[src/rtl/pipeline_stage_chain_if.sv]
// Handshake and observation bundle for pipeline_stage_chain. The master drives
// fetch data and the hazard/branch requests; the slave is the stage chain.
interface pipeline_stage_chain_if #(
  parameter int STAGES = 4,
  parameter int DATA_W = 64,
  parameter int CNT_W  = 32
);
  logic                     in_valid;
  logic [DATA_W-1:0]        in_data;
  logic                     in_ready;
  logic [STAGES-1:0]        stall_req;
  logic [STAGES-1:0]        flush_req;
  logic [STAGES-1:0]        stage_valid;
  logic [STAGES*DATA_W-1:0] stage_data;
  logic                     out_valid;
  logic [DATA_W-1:0]        out_data;
  logic [CNT_W-1:0]         retire_count;
  logic [CNT_W-1:0]         bubble_count;

  modport master (
    output in_valid, in_data, stall_req, flush_req,
    input  in_ready, stage_valid, stage_data, out_valid, out_data,
           retire_count, bubble_count
  );

  modport slave (
    input  in_valid, in_data, stall_req, flush_req,
    output in_ready, stage_valid, stage_data, out_valid, out_data,
           retire_count, bubble_count
  );
endinterface

[src/rtl/pipeline_stage_chain.sv]
// Chain of STAGES boundary registers with per-stage stall/flush, automatic
// NOP bubble insertion, an input ready handshake and saturating counters.
module pipeline_stage_chain #(
  parameter int STAGES = 4,
  parameter int DATA_W = 64,
  parameter int CNT_W  = 32
) (
  input  logic                   clk,
  input  logic                   reset,
  pipeline_stage_chain_if.slave  bus
);

  logic [STAGES-1:0] hold;
  logic [STAGES-1:0] kill;
  logic [STAGES-1:0] valid_q;
  logic [STAGES-1:0] valid_d;
  logic [DATA_W-1:0] data_q [STAGES];
  logic [DATA_W-1:0] data_d [STAGES];
  logic [CNT_W-1:0]  retire_q;
  logic [CNT_W-1:0]  bubble_q;
  logic              retire_fire;
  logic              bubble_fire;

  // A stall or flush on stage k reaches every younger stage below it.
  always_comb begin
    hold = '0;
    kill = '0;
    hold[STAGES-1] = bus.stall_req[STAGES-1];
    kill[STAGES-1] = bus.flush_req[STAGES-1];
    for (int k = STAGES - 2; k >= 0; k--) begin
      hold[k] = hold[k+1] | bus.stall_req[k];
      kill[k] = kill[k+1] | bus.flush_req[k];
    end
  end

  // NOTE: every signal gets a default first so no path through the
  // priority chain leaves one unassigned and infers a latch.
  always_comb begin
    valid_d     = '0;
    bubble_fire = 1'b0;
    for (int k = 0; k < STAGES; k++) data_d[k] = '0;

    if (!kill[0]) begin
      if (hold[0]) begin
        valid_d[0] = valid_q[0];
        data_d[0]  = data_q[0];
      end else begin
        valid_d[0] = bus.in_valid;
        data_d[0]  = bus.in_valid ? bus.in_data : '0;
      end
    end

    for (int k = 1; k < STAGES; k++) begin
      if (kill[k]) begin
        valid_d[k] = 1'b0;
      end else if (hold[k]) begin
        valid_d[k] = valid_q[k];
        data_d[k]  = data_q[k];
      end else if (hold[k-1] && !kill[k-1]) begin
        // Older neighbour is really frozen: insert a NOP. A killed neighbour
        // is not frozen, so this stage advances its old contents instead.
        bubble_fire = 1'b1;
      end else begin
        valid_d[k] = valid_q[k-1];
        data_d[k]  = data_q[k-1];
      end
    end
  end

  assign retire_fire = valid_q[STAGES-1] & ~bus.stall_req[STAGES-1] & ~kill[STAGES-1];

  // NOTE: sequential state uses non-blocking assignments so every register
  // samples the pre-edge values of its neighbours.
  // NOTE: the stage payload registers are reset as well, because an invalid
  // stage must read as all-zero (NOP) downstream, including right after reset.
  always_ff @(posedge clk) begin
    if (reset) begin
      valid_q  <= '0;
      retire_q <= '0;
      bubble_q <= '0;
      for (int k = 0; k < STAGES; k++) data_q[k] <= '0;
    end else begin
      valid_q <= valid_d;
      for (int k = 0; k < STAGES; k++) data_q[k] <= data_d[k];
      if (retire_fire && (retire_q != '1)) retire_q <= retire_q + CNT_W'(1);
      if (bubble_fire && (bubble_q != '1)) bubble_q <= bubble_q + CNT_W'(1);
    end
  end

  assign bus.in_ready     = ~hold[0] & ~|bus.flush_req;
  assign bus.stage_valid  = valid_q;
  assign bus.out_valid    = valid_q[STAGES-1];
  assign bus.out_data     = data_q[STAGES-1];
  assign bus.retire_count = retire_q;
  assign bus.bubble_count = bubble_q;

  for (genvar g = 0; g < STAGES; g++) begin : g_pack
    assign bus.stage_data[g*DATA_W +: DATA_W] = data_q[g];
  end

endmodule

[src/flat_wrapper.sv]
// flat-port wrapper written by rule: the top's interface ports become plain ports
module pipeline_stage_chain_flat 
#(
  parameter int STAGES = 4,
  parameter int DATA_W = 64,
  parameter int CNT_W  = 32
)
  (clk, reset, bus_in_valid, bus_in_data, bus_stall_req, bus_flush_req, bus_in_ready, bus_stage_valid, bus_stage_data, bus_out_valid, bus_out_data, bus_retire_count, bus_bubble_count);
  pipeline_stage_chain_if #(.STAGES(STAGES), .DATA_W(DATA_W), .CNT_W(CNT_W)) bus_i ();
  input  logic clk;
  input  logic reset;
  input wire logic [$bits(bus_i.in_valid)-1:0] bus_in_valid;
  input wire logic [$bits(bus_i.in_data)-1:0] bus_in_data;
  input wire logic [$bits(bus_i.stall_req)-1:0] bus_stall_req;
  input wire logic [$bits(bus_i.flush_req)-1:0] bus_flush_req;
  output wire logic [$bits(bus_i.in_ready)-1:0] bus_in_ready;
  output wire logic [$bits(bus_i.stage_valid)-1:0] bus_stage_valid;
  output wire logic [$bits(bus_i.stage_data)-1:0] bus_stage_data;
  output wire logic [$bits(bus_i.out_valid)-1:0] bus_out_valid;
  output wire logic [$bits(bus_i.out_data)-1:0] bus_out_data;
  output wire logic [$bits(bus_i.retire_count)-1:0] bus_retire_count;
  output wire logic [$bits(bus_i.bubble_count)-1:0] bus_bubble_count;
  assign bus_i.in_valid = bus_in_valid;
  assign bus_i.in_data = bus_in_data;
  assign bus_i.stall_req = bus_stall_req;
  assign bus_i.flush_req = bus_flush_req;
  assign bus_in_ready = bus_i.in_ready;
  assign bus_stage_valid = bus_i.stage_valid;
  assign bus_stage_data = bus_i.stage_data;
  assign bus_out_valid = bus_i.out_valid;
  assign bus_out_data = bus_i.out_data;
  assign bus_retire_count = bus_i.retire_count;
  assign bus_bubble_count = bus_i.bubble_count;
  pipeline_stage_chain #(.STAGES(STAGES), .DATA_W(DATA_W), .CNT_W(CNT_W)) u_core (.clk(clk), .reset(reset), .bus(bus_i));
endmodule
[config.mk]
export PLATFORM = sky130hd
export DESIGN_NAME = pipeline_stage_chain_flat
export DESIGN_NICKNAME = d
export VERILOG_FILES = /design/src/rtl/pipeline_stage_chain_if.sv /design/src/rtl/pipeline_stage_chain.sv /design/src/flat_wrapper.sv
export SDC_FILE = /design/constraint.sdc
export NUM_CORES = 1
export LEC_CHECK = 0
export ABC_CLOCK_PERIOD_IN_PS = 5300
export BUFFER_PORTS_ARGS = -buffer_cell sky130_fd_sc_hd__buf_2
export CORE_AREA = 2 2 183 185
export CTS_BUF_LIST = sky130_fd_sc_hd__clkbuf_2
export DETAILED_ROUTE_END_ITERATION = 8
export DIE_AREA = 0 0 185 187
export SLEW_MARGIN = 10
export SYNTH_ARGS = -nofsm -noshare
export SYNTH_HDL_FRONTEND = slang
export SYNTH_SLANG_ARGS = --single-unit
[constraint.sdc]
create_clock -name clk -period 5.3 [get_ports clk]
set_clock_uncertainty 0.05 [all_clocks]
set_input_delay 0 -clock clk [delete_from_list [all_inputs] [get_ports clk]]
set_output_delay 0 -clock clk [all_outputs]
set_load 0.1 [all_outputs]
==> results.ini <==
[synthesis]
yosys_warnings=0
syn_area_per_cell_um2=8.74
yosysTopAreaCellShare_pct=52.1
netlist_area_um2=12400
ys_async_sr_fraction_pct=0
synth_flop_cell=dfxtp_1
syn-num-nets=1501
synth_area_leader_cell=dfxtp_1
synth_cell_types=47
synth.ff_latch_count=324
synthCells=1424
synth_edf_count=0
synthTopCellsByArea=dfxtp_1 52%, a22oi_1 12%, nor2_1 6.6%
ys_seq_area_share_pct=52.1
synth_most_common_cell=dfxtp_1
synth_common_cells=324 x dfxtp_1, 220 x nor2_1, 195 x a22oi_1

[setup_path]
crit_start=bus_stall_req[3]
startpoint_type=primary input
critical_path.cell_chain=dlygate4sd3_1 > buf_2 > or3_2 > buf_4 > nor2_4 > buf_4 > nand3_1 > dlygate4sd3_1 > a21oi_1 > dlygate4sd3_1
r2r_end=u_core.bus.retire_count[0]
path_common_cell=dlygate4sd3_1
rr_startpoint=u_core.bus.retire_count[9]
path_class=in -> reg
slowest_stage=nor2_4
critPathRequiredTime_ns=6.06
worst_r2r_path_depth=6
critPathMaxStageDelay_ns=0.93
critPathCapture=u_core.data_q[0][15]
critical_path_peak_fanout=68
rrSetupSlack_ns=1.92
critPathArrivalTime_ns=4.68
cp-end-kind=register

[clock_network]
cts_root_buffer=clkbuf_2
postCtsSetupRepairBufs=0
htreeDepth=3
cts.clk_slew.worst_paths_ns=0.10
cts.sinks=324
cts_tree=built
cts_resized=0
clk_latency_ns=0.92
cts_buffer_depth=3
cts_made_buffers=88

[sta]
final.min_clock_period_ns=3.93
slew_viol_final=0
setup_violations=0
finalHoldViolCount=0
max_slew_margin_pct=18.9
holdWs_ns=0.253
fin_crit_sh_pct=74.1
fin_setup_tns_ns=0
rsz0062_at_grt=no
worstMarginPinSlew_ns=1.22
clock.fmax_ghz=0.255

[pwr]
vdd_drop_max_uv=195
power_leakage_uw=0.00754
power_density_nw_per_um2=247
total_power_uw=4470

[placement]
portBuffers=464
place.gp.congestion=0.811
dp_hpwl_um=29100

[global_routing]
grt_pass1_vias=13000
grt_max_degree=72
grt-ovfl-total=0
grt_antenna_before_repair=2
grt_pass1_wl_um=72500
grtUsageTotal_pct=26.3

[floorplanning]
rows=67
ioPinCount=465
initial_core_util_pct=37.9
coreArea_um2=32900
chipWidth_um=185
die_y_um=187
dieArea_um2=34600

[drt]
avgRoutedWirePerCell_um=18.2
drt_iter0_markers=931
vias=13700
drt-vias-per-instance=5.29
finalWirelength_um=47400
firstDrtPassIters=6
remaining_drc_errors=0
detail-route-antenna-nets=0

[run]
drv_cap=0

[final_layout]
ff_latch_area_um2=6490
fillers=2979
area_growth_pct=45.4
multi_input_area_um2=5070
drive_above_1_share_pct=29.7
final_nets=2168

[status]
outcome=complete, no violations

[min_path]
hold_path_class=in -> reg

-- layout by cell type, fill, tap and decap left out, drive strengths merged, types with 2 or more instances in the layout --
cell type    netlist  layout
o21ai             43      43
inv                9      10
nand3             85      85
nand3b             2       2
and3               8       8
a22oi            195     195
dfxtp            324     324
nor2             220     220
dlygate4sd3        0     273
clkinvlp           0       2
or2                6       6
nand4             20      20
bufinv             0       2
ha                 2       2
nor3               8       8
mux2               6       6
nand2             93      93
clkbuf            90     128
clkinv             0      16
and4               6       6
or3               46      46
buf               86     480
xor2               2       2
xnor2              2       2
o31ai             10      10
or4               12      12
nor2b              5       5
nor4               7       7
a21oi            120     120
nor3b              2       2
-- state kept, by name, summed over array words and instances, names as in the netlist --
register	cells
u_core.bus.retire_count	32
u_core.bus.stage_valid	4
u_core.bus.bubble_count	32
u_core.data_q	256
-- worst min path at each step --
stage                           startpoint                     endpoint  slack, ns  cells past startpoint
final                     bus_stall_req[2]  u_core.bus.bubble_count[12]       0.25                      5
after global routing      bus_stall_req[3]         u_core.data_q[3][47]       0.25                      4
after CTS                 bus_stall_req[3]    u_core.bus.stage_valid[3]       0.16                      4
after detailed placement   bus_in_data[28]         u_core.data_q[0][28]       0.23                      3
after global placement     bus_in_data[18]         u_core.data_q[0][18]       0.22                      3
after floorplan             bus_in_data[0]          u_core.data_q[0][0]       0.12                      2
-- per-layer routing --
| layer | wire length (um) | vias to the layer above | GRT usage [%] |
|---|---|---|---|
| li1 | - | 6414 | - |
| met1 | 18900 | 6568 | 31.9 |
| met2 | 22600 | 617 | 43.4 |
| met3 | 3540 | 138 | 6.02 |
| met4 | 2350 | 2 | 13.8 |
| met5 | 13 | - | 0 |
-- kinds of logic after synthesis --
kind of cell	after synthesis	share of synthesized area [%]
XOR/XNOR	4	0.281
buffers and inverters	185	7.63
multiplexers	6	0.543
AND/OR/NAND/NOR	524	19.6
adder cells (fa/ha/maj)	2	0.201
AO/OA/AOI/OAI	379	19.7
flip-flops	324	52.1
-- critical path: cells and delay by family --
kind,cells,cell delay [ns]
AOI/OAI and AO/OA,1,0.16
buffers and inverters,6,2.88
and+or+nand+nor,3,1.60
-- cell type report --
| cell class | instances | share of cell area (%) |
|---|---|---|
| tap | 448 | 3.10 |
| inverter | 9 | 0.187 |
| clock inverter | 21 | 0.767 |
| sequential | 324 | 35.8 |
| antenna | 1 | 0.0138 |
| timing repair buffer | 753 | 28.6 |
| clock buffer | 128 | 3.54 |
| multi-input combinational | 915 | 28.0 |
-- through the flow --
step | instance area (um^2) | instances | utilization (%) | worst slack (ns)
after floorplan | 12400 | 1424 | - | 2.21
after global placement | 14600 | 2176 | 44.4 | 2.22
after detailed placement | 14600 | 2176 | 44.4 | 2.13
after CTS | 18100 | 2598 | 55.1 | 1.60
after global routing | 18100 | 2599 | 55.1 | 1.25
final | 18100 | 2599 | 55.1 | 1.37
-- report_power, final --
| part | switching, uW | leakage, uW | internal, uW |
|---|---|---|---|
| combinational | 150 | 0.00435 | 107 |
| clock | 1050 | 0.000590 | 734 |
| sequential | 0.742 | 0.00261 | 2430 |
-- repair_timing --
action,in CTS,in global routing
setup endpoints to repair,0,0
hold buffers,273,0
endpoints found under the hold margin,265,0
No activity file was read; power rests on OpenSTA's default activity.
